==> src/rtl/weight_fetch_unit.sv <==
// weight_fetch_unit: streams a contiguous run of packed weight words
// (25 x 4-bit weights per word) from the weight SRAM into the datapath.
// Read issue is credit-checked against a small skid FIFO, so the FIFO
// can absorb the SRAM's one-cycle read latency under any backpressure.
module weight_fetch_unit #(
  parameter int ADDR_W     = 17,
  parameter int DATA_W     = 100,
  parameter int CNT_W      = 15,
  parameter int FIFO_DEPTH = 4
) (
  input  logic              clk,
  input  logic              rst_n,
  input  logic              start,
  input  logic [ADDR_W-1:0] base_addr,
  input  logic [CNT_W-1:0]  num_words,
  output logic              busy,
  output logic              done,
  output logic              sram_csb,
  output logic [ADDR_W-1:0] sram_raddr,
  input  logic [DATA_W-1:0] sram_rdata,
  output logic              w_valid,
  input  logic              w_ready,
  output logic [DATA_W-1:0] w_data,
  output logic              w_last
);

  localparam int PTR_W  = (FIFO_DEPTH > 1) ? $clog2(FIFO_DEPTH) : 1;
  localparam int FCNT_W = PTR_W + 1;
  localparam int CSUM_W = PTR_W + 2;

  typedef enum logic [1:0] {
    IDLE  = 2'd0,
    FETCH = 2'd1,
    DRAIN = 2'd2,
    DONE  = 2'd3
  } state_t;

  state_t              state_q, state_d;
  logic [ADDR_W-1:0]   issue_ptr_q;
  logic [CNT_W-1:0]    issue_cnt_q;
  logic [CNT_W-1:0]    accept_cnt_q;
  logic [ADDR_W-1:0]   raddr_q;
  logic                rd_vld_p1;     // a read is in flight; its data is on sram_rdata this cycle
  logic [DATA_W-1:0]   fifo_mem [FIFO_DEPTH];
  logic [PTR_W-1:0]    wr_ptr;
  logic [PTR_W-1:0]    rd_ptr;
  logic [FCNT_W-1:0]   fifo_cnt;

  logic                issue;
  logic                push;
  logic                pop;
  logic                fifo_empty;
  logic                credit_ok;
  logic [CSUM_W-1:0]   credit_sum;

  // Credit check uses the current occupancy only; a pop this cycle frees
  // its slot for the next cycle's decision, keeping the check conservative.
  assign credit_sum = CSUM_W'(fifo_cnt) + CSUM_W'(rd_vld_p1) + CSUM_W'(1);
  assign credit_ok  = (credit_sum <= CSUM_W'(FIFO_DEPTH));

  assign push       = rd_vld_p1;
  assign fifo_empty = (fifo_cnt == '0);
  assign w_valid    = !fifo_empty;
  assign pop        = w_valid && w_ready;
  assign w_data     = fifo_empty ? '0 : fifo_mem[rd_ptr];
  assign w_last     = w_valid && (accept_cnt_q == CNT_W'(1));

  assign sram_csb   = !issue;
  assign sram_raddr = issue ? issue_ptr_q : raddr_q;

  // State register
  always_ff @(posedge clk or negedge rst_n) begin
    if (!rst_n) begin
      state_q <= IDLE;
    end else begin
      state_q <= state_d;
    end
  end

  // Next-state logic
  always_comb begin
    state_d = state_q;
    case (state_q)
      IDLE: begin
        if (start) begin
          state_d = (num_words == '0) ? DONE : FETCH;
        end
      end
      FETCH: begin
        if (issue && (issue_cnt_q == CNT_W'(1))) begin
          state_d = DRAIN;
        end
      end
      DRAIN: begin
        if (pop && w_last) begin
          state_d = DONE;
        end
      end
      DONE: begin
        state_d = IDLE;
      end
      default: begin
        state_d = IDLE;
      end
    endcase
  end

  // State-decoded outputs and read-issue decision
  always_comb begin
    busy  = (state_q != IDLE);
    done  = (state_q == DONE);
    issue = (state_q == FETCH) && credit_ok;
  end

  // Stage p0 -> p1: issue pointer / counters and the in-flight read flag
  always_ff @(posedge clk or negedge rst_n) begin
    if (!rst_n) begin
      issue_ptr_q  <= '0;
      issue_cnt_q  <= '0;
      accept_cnt_q <= '0;
      raddr_q      <= '0;
      rd_vld_p1    <= 1'b0;
    end else begin
      rd_vld_p1 <= issue;
      if ((state_q == IDLE) && start && (num_words != '0)) begin
        issue_ptr_q  <= base_addr;
        issue_cnt_q  <= num_words;
        accept_cnt_q <= num_words;
      end else begin
        if (issue) begin
          issue_ptr_q <= issue_ptr_q + ADDR_W'(1);
          issue_cnt_q <= issue_cnt_q - CNT_W'(1);
          raddr_q     <= issue_ptr_q;
        end
        if (pop) begin
          accept_cnt_q <= accept_cnt_q - CNT_W'(1);
        end
      end
    end
  end

  // Stage p1 -> p2: FIFO pointers and occupancy
  always_ff @(posedge clk or negedge rst_n) begin
    if (!rst_n) begin
      wr_ptr   <= '0;
      rd_ptr   <= '0;
      fifo_cnt <= '0;
    end else begin
      if (push) begin
        wr_ptr <= wr_ptr + PTR_W'(1);
      end
      if (pop) begin
        rd_ptr <= rd_ptr + PTR_W'(1);
      end
      case ({push, pop})
        2'b10:   fifo_cnt <= fifo_cnt + FCNT_W'(1);
        2'b01:   fifo_cnt <= fifo_cnt - FCNT_W'(1);
        default: fifo_cnt <= fifo_cnt;
      endcase
    end
  end

  // Stage p1 -> p2: capture returning SRAM data into the FIFO storage
  always_ff @(posedge clk) begin
    if (push) begin
      fifo_mem[wr_ptr] <= sram_rdata;
    end
  end

endmodule

==> config.mk <==
export PLATFORM = sky130hd
export DESIGN_NAME = weight_fetch_unit
export DESIGN_NICKNAME = d
export VERILOG_FILES = /design/src/rtl/weight_fetch_unit.sv
export SDC_FILE = /design/constraint.sdc
export NUM_CORES = 1
export LEC_CHECK = 0
export CELL_PAD_IN_SITES_DETAIL_PLACEMENT = 1
export CELL_PAD_IN_SITES_GLOBAL_PLACEMENT = 2
export CORE_MARGIN = 3
export CORE_UTILIZATION = 37
export DETAILED_ROUTE_END_ITERATION = 8
export PLACE_DENSITY = 0.73
export SLEW_MARGIN = 20
export SYNTH_ARGS = -nofsm -noshare
export SYNTH_HDL_FRONTEND = slang
export SYNTH_SLANG_ARGS = --single-unit
==> constraint.sdc <==
create_clock -name clk -period 3.3 [get_ports clk]
set_input_delay 0.33 -clock clk [delete_from_list [all_inputs] [get_ports clk]]
set_output_delay 0.33 -clock clk [all_outputs]
set_load 0.005 [all_outputs]
Word-level counts from Yosys, hierarchy flattened
Memory sizes are Yosys's and may differ from the RTL's.
Index checks and enable logic that the tools add are counted.
{ "op_classes": {"n_eq_ne": 10, "add_sub_neg": 9, "magnitude_cmp": 1, "n_mux": 16, "n_reduce_logical": 18} }
{ "op_table": {"columns": ["operator", "count"], "rows": [
  ["$mux 100", 1],
  ["$mux 15", 4],
  ["$mux 17", 3],
  ["$eq 15x1->1 const B", 2],
  ["$sub 15x1->15 const B", 2],
  ["$add 17x1->17 const B", 1],
  ["$logic_not 15->1", 1],
  ["$reduce_bool 15->1", 1],
  ["$mux 2", 4],
  ["$pmux 2 s4", 1],
  ["$reduce_bool 2->1", 4],
  ["$logic_and 1x1->1", 7],
  ["$eq 2x2->1 const B", 3],
  ["$ne 2x2->1 const B", 3],
  ["$pmux 3 s2", 1],
  ["$add 2x1->2 const B", 2],
  ["$add 3x1->4", 1],
  ["$add 4x1->4 const B", 1],
  ["$eq 2x1->1 const B", 2],
  ["$le 4x3->1 const B", 1],
  ["$add 3x1->3 const B", 1],
  ["$logic_not 3->1", 1],
  ["$reduce_and 3->1", 1],
  ["$sub 3x1->3 const B", 1],
  ["3 further kinds", 5]
]} }
{ "totals": {"elab_cells": 64, "in_bits": 136, "output_inout_bits": 122, "ramBits": 400, "reg_bits": 74, "memories": 1} }
{ "memory_table": {"columns": ["name", "words", "word_bits", "rd", "rd_clocked_by_memory_dff", "write_ports", "line", "source"], "rows": [
  ["fifo_mem", 4, 100, 1, 0, 1, "44", "logic [DATA_W-1:0] fifo_mem [FIFO_DEPTH];"]
]} }

Depth between registers and ports, before layout
Gate-level depths: netlist of run 1.
{ "logic_depth": {"word_depth": 7, "depth_mapped": 10, "ltp_nobuf": 10} }

Least setup slack after synthesis of run 1
OpenSTA, ideal clock, no wires.
{ "synth_timing": {"path_kind": "register to register", "startpoint": "register wr_ptr[0]", "endpoint": "memory fifo_mem[0][0], enable pin", "synth_period_minus_slack_ns": 3.402, "path_stages_with_launch": 4, "n_path_buf": 0, "path_slack_ns": -0.102, "required_time_ns": 2.830, "arrival_ns": 2.932, "setup_ns": 0.470, "cell_sequence": "dfrtp_1 -> inv_1 -> ha_1 -> and2_1"} }
{ "synth_lines": {"columns": ["element", "line", "source"], "rows": [
  ["start: declaration", "45", "logic [PTR_W-1:0] wr_ptr;"],
  ["start signal: assignment", "150", "wr_ptr <= wr_ptr + PTR_W'(1);"],
  ["end: declaration", "44", null]
]} }
No word-level cell before the write port.

Worst setup path in the final report of run 1
{ "layout_timing": {"startpoint": "register fifo_cnt[0]", "endpoint": "output port sram_raddr[5]"} }
{ "layout_via": {"elab_chain_cells": 5} }
{ "layout_rtl": {"columns": ["element", "line", "source"], "rows": [
  ["start: declaration", "47", "logic [FCNT_W-1:0] fifo_cnt;"],
  ["start signal: assignment", "156", "2'b10: fifo_cnt <= fifo_cnt + FCNT_W'(1);"],
  ["start signal: assignment", "157", "2'b01: fifo_cnt <= fifo_cnt - FCNT_W'(1);"],
  ["start signal: assignment", "158", "default: fifo_cnt <= fifo_cnt;"],
  ["$add 3x1->4", "58", "assign credit_sum = CSUM_W'(fifo_cnt) + CSUM_W'(rd_vld_p1) + CSUM_W'(1);"],
  ["$add 4x1->4", "58", null],
  ["$le 4x3->1", "59", "assign credit_ok = (credit_sum <= CSUM_W'(FIFO_DEPTH));"],
  ["$logic_and 1x1->1", "112", "issue = (state_q == FETCH) && credit_ok;"],
  ["$mux 17", null, null],
  ["end: declaration", "19", "output logic [ADDR_W-1:0] sram_raddr,"]
]} }
No other way between the ends.

==> results of run 1 <==
-- per-stage QoR --
step,instances,total power [W],hold WS [ns],worst slack (ns),utilization [%]
final,2093,0.02231,0.2917,0.1404,48.49
after global routing,2091,0.02370,0.2737,-0.02378,48.48
after CTS,2087,0.02274,0.2507,0.02400,48.37
after detailed placement,1984,0.01694,0.4572,0.4570,44.98
after global placement,1984,0.01682,0.4508,0.5482,44.98
after floorplan,1079,0.01259,0.03441,0.9500,-
-- state kept, by name, summed over array words and instances, names as in the netlist --
signal / cells
issue_cnt_q: 15
raddr_q: 17
wr_ptr: 2
state_q: 2
push: 1
rd_ptr: 2
fifo_mem: 400
fifo_cnt: 3
issue_ptr_q: 17
accept_cnt_q: 15
-- worst max-delay path, cell delays in order (launching register included) --
cell             delay [ns]
dfrtp_1                0.39
inv_2                  0.07
ha_2                   0.17
inv_1                  0.04
ha_1                   0.20
xnor2_2                0.16
o211ai_4               0.31
buf_12                 0.16
buf_16                 0.14
nand2_1                0.06
nand2_1                0.06
clkdlybuf4s50_1        0.49
-- per-layer routing --
layer | track usage (%) | share of wire (%) | vias to the layer above
met2 | 27.67 | 48 | 249
met5 | 0 | 0.28 | -
met4 | 4.973 | 2.5 | 18
met3 | 5.902 | 7.3 | 79
met1 | 21.97 | 42 | 5468
li1 | - | - | 4765
-- cell usage in the layout (no fill, tap or decap), drive strengths merged, types with 2 or more instances in the layout --
cell and instances:
nor3 12, or3 7, clkbuf 65, edfxtp 400, bufinv 2, mux4 100
dlymetal6s2s 7, nand3b 2, buf 39, nor2b 2, clkdlybuf4s50 249, nor4 18
and3 3, nand2 79, o211ai 3, nand3 12, a21oi 32, or4 4
xor2 12, dfrtp 74, inv 19, o21ai 19, nor2 34, mux2 17
diode 3, mux2i 2, and2 104, o31ai 3, nand4 5, clkinv 23
clkinvlp 4, ha 17, xnor2 37, a31oi 3
-- worst min-delay path by stage --
stage                     slack [ns]  cells after the start         start              end
final                           0.29                      3  base_addr[7]   issue_ptr_q[7]
after global routing            0.27                      3  base_addr[5]   issue_ptr_q[5]
after floorplan                 0.03                      0         rst_n  accept_cnt_q[0]
after global placement          0.45                      1         rst_n  accept_cnt_q[8]
after CTS                       0.25                      3  base_addr[7]   issue_ptr_q[7]
after detailed placement        0.46                      1         rst_n  accept_cnt_q[7]
-- cell families after synthesis --
| kind of cell | Yosys count |
|---|---|
| flops | 474 |
| simple gates | 286 |
| mux | 119 |
| buf+inv | 71 |
| compound gates | 62 |
| xor+xnor | 49 |
| fa+ha+maj | 18 |
-- timing repair --
item,4_1_cts,5_1_grt
pin swaps,1,1
cloned,2,0
buffers inserted,5,3
endpoints found under the setup margin,16,20
hold buffers,1,0
hold endpoints to repair,28,0
resized for setup,7,11
-- where the power goes --
| part | switching, W | internal [W] | leakage, nW | total [W] |
|---|---|---|---|---|
| clock network | 0.00233 | 0.00305 | 0.758 | 0.00538 |
| registers | 0.000734 | 0.00761 | 4.48 | 0.00834 |
| logic | 0.00374 | 0.00484 | 3.06 | 0.00859 |
-- layout make-up --
type	count	area, um2
Multi-Input combinational cell	534	5054
Fill cell	4836	26110
Inverter	18	72.57
Timing Repair Buffer	297	3149
Antenna cell	3	7.507
Tap cell	672	840.8
Clock buffer	65	1349
Clock inverter	30	232.7
Sequential cell	474	13870
==> impl_metrics.tcl, run 1 <==
set metrics [dict create \
    antenna_found_initial 12 \
    leakagePower_nw 8.303 \
    synth_area_per_cell_um2 17.75 \
    crit_end "sram_raddr[5]" \
    finish.instance_area_um2 24580 \
    crit_required_ns 2.97 \
    status "completed" \
    overflow 0 \
    hp-class "input pin to flip-flop" \
    drc 0 \
    synth_top_cell_by_area "edfxtp_1" \
    ys_seq_area_share_pct 72.37 \
    critPathKind "flip-flop to output port" \
    routed_wl_um 46150 \
    place_area_um2 22800 \
    fin_crit_sh_pct 95.74 \
    cts.sinks 474 \
    grt_pass1_wl_um 70680 \
    cts_buffers 51 \
    initial_core_util_pct 37.80 \
    first_global_vias 11795 \
    path_max_fanout 10 \
    gp_congestion 0.7556 \
    synth_area_leaders "edfxtp_1 63%, mux4_2 12%, dfrtp_1 9.7%" \
    synth-simple-area-share_pct 7.955 \
    cp-end-kind "output port" \
    hold_viol_final 0 \
    synth_top_family_by_area "multiplexers" \
    path_clk_slew_ns 0.07 \
    ys_ff_latch 474 \
    synth_top_area_share_pct 62.70 \
    p_per_area_nw_per_um2 907.7 \
    vias 10579 \
    syn_area_um2 19160 \
    dr.pass1.iters 4 \
    synth_cell_types 45 \
    hpwlAfterDp_um 29260 \
    synth_xor_area_share_pct 2.240 \
    synth.most_common_cell "edfxtp_1" \
    portBuffers 257 \
    maxSlewViolCount 0 \
    syn_to_final_growth_pct 28.29 \
    cts_tree "yes" \
    die_width_um 233.5 \
    final_layout_size_suffix_gt1_share_pct 16.36 \
    dr.first_iter.drc_count 657 \
    cp_data_arrival_time_ns 2.83 \
    syn_nets 1233 \
    async_flop_share_pct 15.61 \
    ir_drop_uv 501.9 \
    ctsHtreeMaxLevel 2 \
    antenna_left 0 \
    fin_tns_setup_ns 0 \
    cts_root_buf "clkbuf_16" \
    fp-row-count 82 \
    wl_per_cell_um 22.05 \
    synth_fa_ha_area_share_pct 1.215 \
    die-height_um 233.5 \
    fmax_mhz 316.5 \
    cp-startpoint "fifo_cnt[0]" \
    cts_buffer_depth 3 \
    synth_edf_count 400 \
    r2r_start "fifo_cnt[0]" \
    ioPinCount 258 \
    reg2reg_slack_ns 0.73 \
    grt_max_degree 51 \
    yosys_warnings 0 \
    reg2reg_depth 11 \
    track_usage_pct 17.12 \
    synth-main-ff-cell "edfxtp_1" \
    startpoint_type "flip-flop" \
    synthCells 1079 \
    worstMarginPinSlew_ns 0.8042 \
    setup_viol 0 \
    cap_violations 0 \
    maxSlewHeadroom_pct 46.15 \
    synth_common_cells "400 x edfxtp_1, 104 x and2_1, 100 x mux4_2, 79 x nand2_1, 74 x dfrtp_1" \
    clk_latency_ns 0.60 \
    fin_crit_ns 3.160 \
    synth_compound_area_share_pct 1.888 \
    via_per_inst 5.054 \
    synthMuxAreaShare_pct 12.86 \
    reg2reg_to "issue_ptr_q[16]" \
    fin_nets 1530 \
    core_um2 50680 \
    fin_skew_ns 0.03110 \
    die_area_um2 54540 \
]
Note: power is estimated with default switching activity, not from simulation.
==> inputs of run 2 (changes only) <==
- CORE_UTILIZATION: 37 -> 42
- DONT_BUFFER_PORTS: unset -> 1
- PLACE_DENSITY: 0.73 -> 0.72
- SETUP_SLACK_MARGIN: unset -> 0.3
==> run 2 against run 1 <==
Compared with the run above: power fell by 12%; die area down 12%; clock skew decreased by 0.0098 ns; register-to-register slack about the same; global-route usage is 1.4 points higher; non-clock buffer count decreased by 131; sequential share of layout area up 4.0 points; core utilization rose by 3.0 points; count of clock-buffer cells in the layout decreased by 2; critical path type unchanged; largest cell class unchanged; highest routed layer unchanged.
==> impl_metrics.tcl, run 2 (synthesized netlist as in run 1, its figures left out) <==
set metrics [dict create \
    layout_common_cells "400 x edfxtp_1, 134 x dlygate4sd3_1, 100 x mux4_2, 100 x and2_1, 79 x nand2_1" \
    drc 0 \
    path_cells "or3_2 -> buf_4 -> and2_1" \
    layout_commonest_cell "edfxtp_1" \
    cts_buffers 50 \
    stdcell_count 1881 \
    first_global_vias 10973 \
    crit_required_ns 2.97 \
    p_sw_share_pct 32.21 \
    cp_data_arrival_time_ns 2.54 \
    hpwlAfterDp_um 27060 \
    status "completed" \
    clk_latency_ns 0.58 \
    cts_root_buf "clkbuf_16" \
    syn_to_final_growth_pct 19.82 \
    leakagePower_nw 7.675 \
    grt_max_degree 75 \
    final_layout_size_suffix_gt1_share_pct 16.84 \
    portBuffers 0 \
    clkPwrFrac_pct 26.6 \
    path_max_fanout 33 \
    fin_skew_ns 0.02127 \
    rsz0062_at_grt "yes" \
    fin_crit_sh_pct 86.97 \
    cts_tree "yes" \
    crit_family "simple AND/OR/NAND/NOR gates" \
    fin_tns_setup_ns 0 \
    top_register "fifo_mem" \
    critPathSlowestCell "or3_2" \
    power_w 0.01972 \
    cp-end-kind "output port" \
    via_per_inst 5.308 \
    path_clk_slew_ns 0.06 \
    reg_top3 "fifo_mem x400, issue_ptr_q x17, raddr_q x17" \
    maxSlewViolCount 0 \
    ir_drop_uv 558.8 \
    cts_buffer_depth 3 \
    overflow 0 \
    initial_core_util_pct 42.95 \
    p_seq_share_pct 42.5 \
    hp-class "input pin to flip-flop" \
    cap_violations 0 \
    maxSlewHeadroom_pct 50.67 \
    fin_crit_ns 2.870 \
    track_usage_pct 18.57 \
    routed_wl_um 44030 \
    vias 9984 \
    fin_nets 1398 \
    largest_reg_flops 400 \
    intPower_w 0.01337 \
    die_width_um 219.6 \
    dr.pass1.iters 4 \
    fp-row-count 77 \
    die_area_um2 48210 \
    antenna_left 0 \
    p_per_area_nw_per_um2 859.0 \
    core_um2 44610 \
    dr.first_iter.drc_count 564 \
    cts.sinks 474 \
    wl_per_cell_um 23.41 \
    ctsHtreeMaxLevel 2 \
    critPathKind "flip-flop to output port" \
    hold_viol_final 0 \
    critPathMaxStageDelay_ns 0.87 \
    gp_congestion 0.7324 \
    fmax_mhz 348.4 \
    p_sw_w 0.006351 \
    worstMarginPinSlew_ns 0.7399 \
    grt_pass1_wl_um 67610 \
    startpoint_type "flip-flop" \
    dp_cells 1645 \
    setup_viol 0 \
    ioPinCount 258 \
    die-height_um 219.6 \
    antenna_found_initial 8 \
    combPwrFrac_pct 30.9 \
    cp_num_buf_inv 1 \
]
-- run 2: cell count changes in the layout (fill, tap and decap cells not counted), sizes merged --
| cell | before | now |
|---|---|---|
| clkinv | 23 | 24 |
| dlymetal6s2s | 7 | 0 |
| clkdlybuf4s50 | 249 | 0 |
| dlygate4sd3 | 1 | 134 |
| buf | 39 | 32 |
| bufbuf | 1 | 0 |
| clkbuf | 65 | 63 |
| diode | 3 | 6 |
| inv | 19 | 20 |
| clkinvlp | 4 | 0 |
-- run 2: layout make-up --
class | count | area [um2]
Multi-Input combinational cell | 534 | 5039
Tap cell | 592 | 740.7
Inverter | 18 | 70.07
Fill cell | 4103 | 21650
Sequential cell | 474 | 13870
Timing Repair Buffer | 166 | 1705
Clock inverter | 28 | 191.4
Antenna cell | 6 | 15.01
Clock buffer | 63 | 1321
-- run 2: power by group through the flow --
stage | Clock (W) | Combinational (W) | Sequential (W)
3_3_place_gp | 0 | 0.00590 | 0.00848
3_5_place_dp | 0 | 0.00597 | 0.00852
6_report | 0.00524 | 0.00610 | 0.00838
5_1_grt | 0.00566 | 0.00677 | 0.00852
2_1_floorplan | 0 | 0.00447 | 0.00812
4_1_cts | 0.00538 | 0.00628 | 0.00840
-- run 2: repair_timing --
action	4_1_cts	5_1_grt
pin swaps	1	1
hold endpoints to repair	521	0
setup endpoints to repair	16	43
hold buffers	135	0
setup buffers	4	0
resized for setup	1	3
-- run 2: path summary, 6_finish.rpt --
check                            start         endpoint  slack (ns)  depth (start not counted)
min in group asynchronous        rst_n  accept_cnt_q[2]        0.33                          2
max reg2reg                fifo_cnt[0]       raddr_q[2]        0.72                         11
max                        fifo_cnt[1]       w_data[31]        0.43                          3
min reg2reg                raddr_q[11]      raddr_q[11]        0.48                          1
min                            w_ready        rd_ptr[0]        0.06                          3
max in group asynchronous        rst_n        rd_ptr[1]        2.62                          2
-- run 2: per-stage QoR --
step	utilization (%)	hold WS (ns)	cell area, um2	worst slack [ns]
final	51.46	0.05684	22950	0.4299
after global routing	51.45	0.06333	22950	0.2559
after CTS	51.41	0.01778	22930	0.3123
after detailed placement	44.88	0.03741	20020	0.6591
after global placement	44.88	0.03697	20020	0.7404
after floorplan	-	0.03441	19160	0.9500
-- run 2: metal layers --
layer  track usage (%)  wire length, um  vias to the layer above
met5                 0               21                        -
met4             4.872              801                        4
li1                  -                -                     4483
met1             23.60            18270                     5227
met2             31.74            22370                      211
met3             4.978             2559                       59
-- run 2: worst min-delay path, stage by stage --
cell and delay [ns]:
o31ai_1 0.04, buf_4 0.16, xnor2_1 0.07
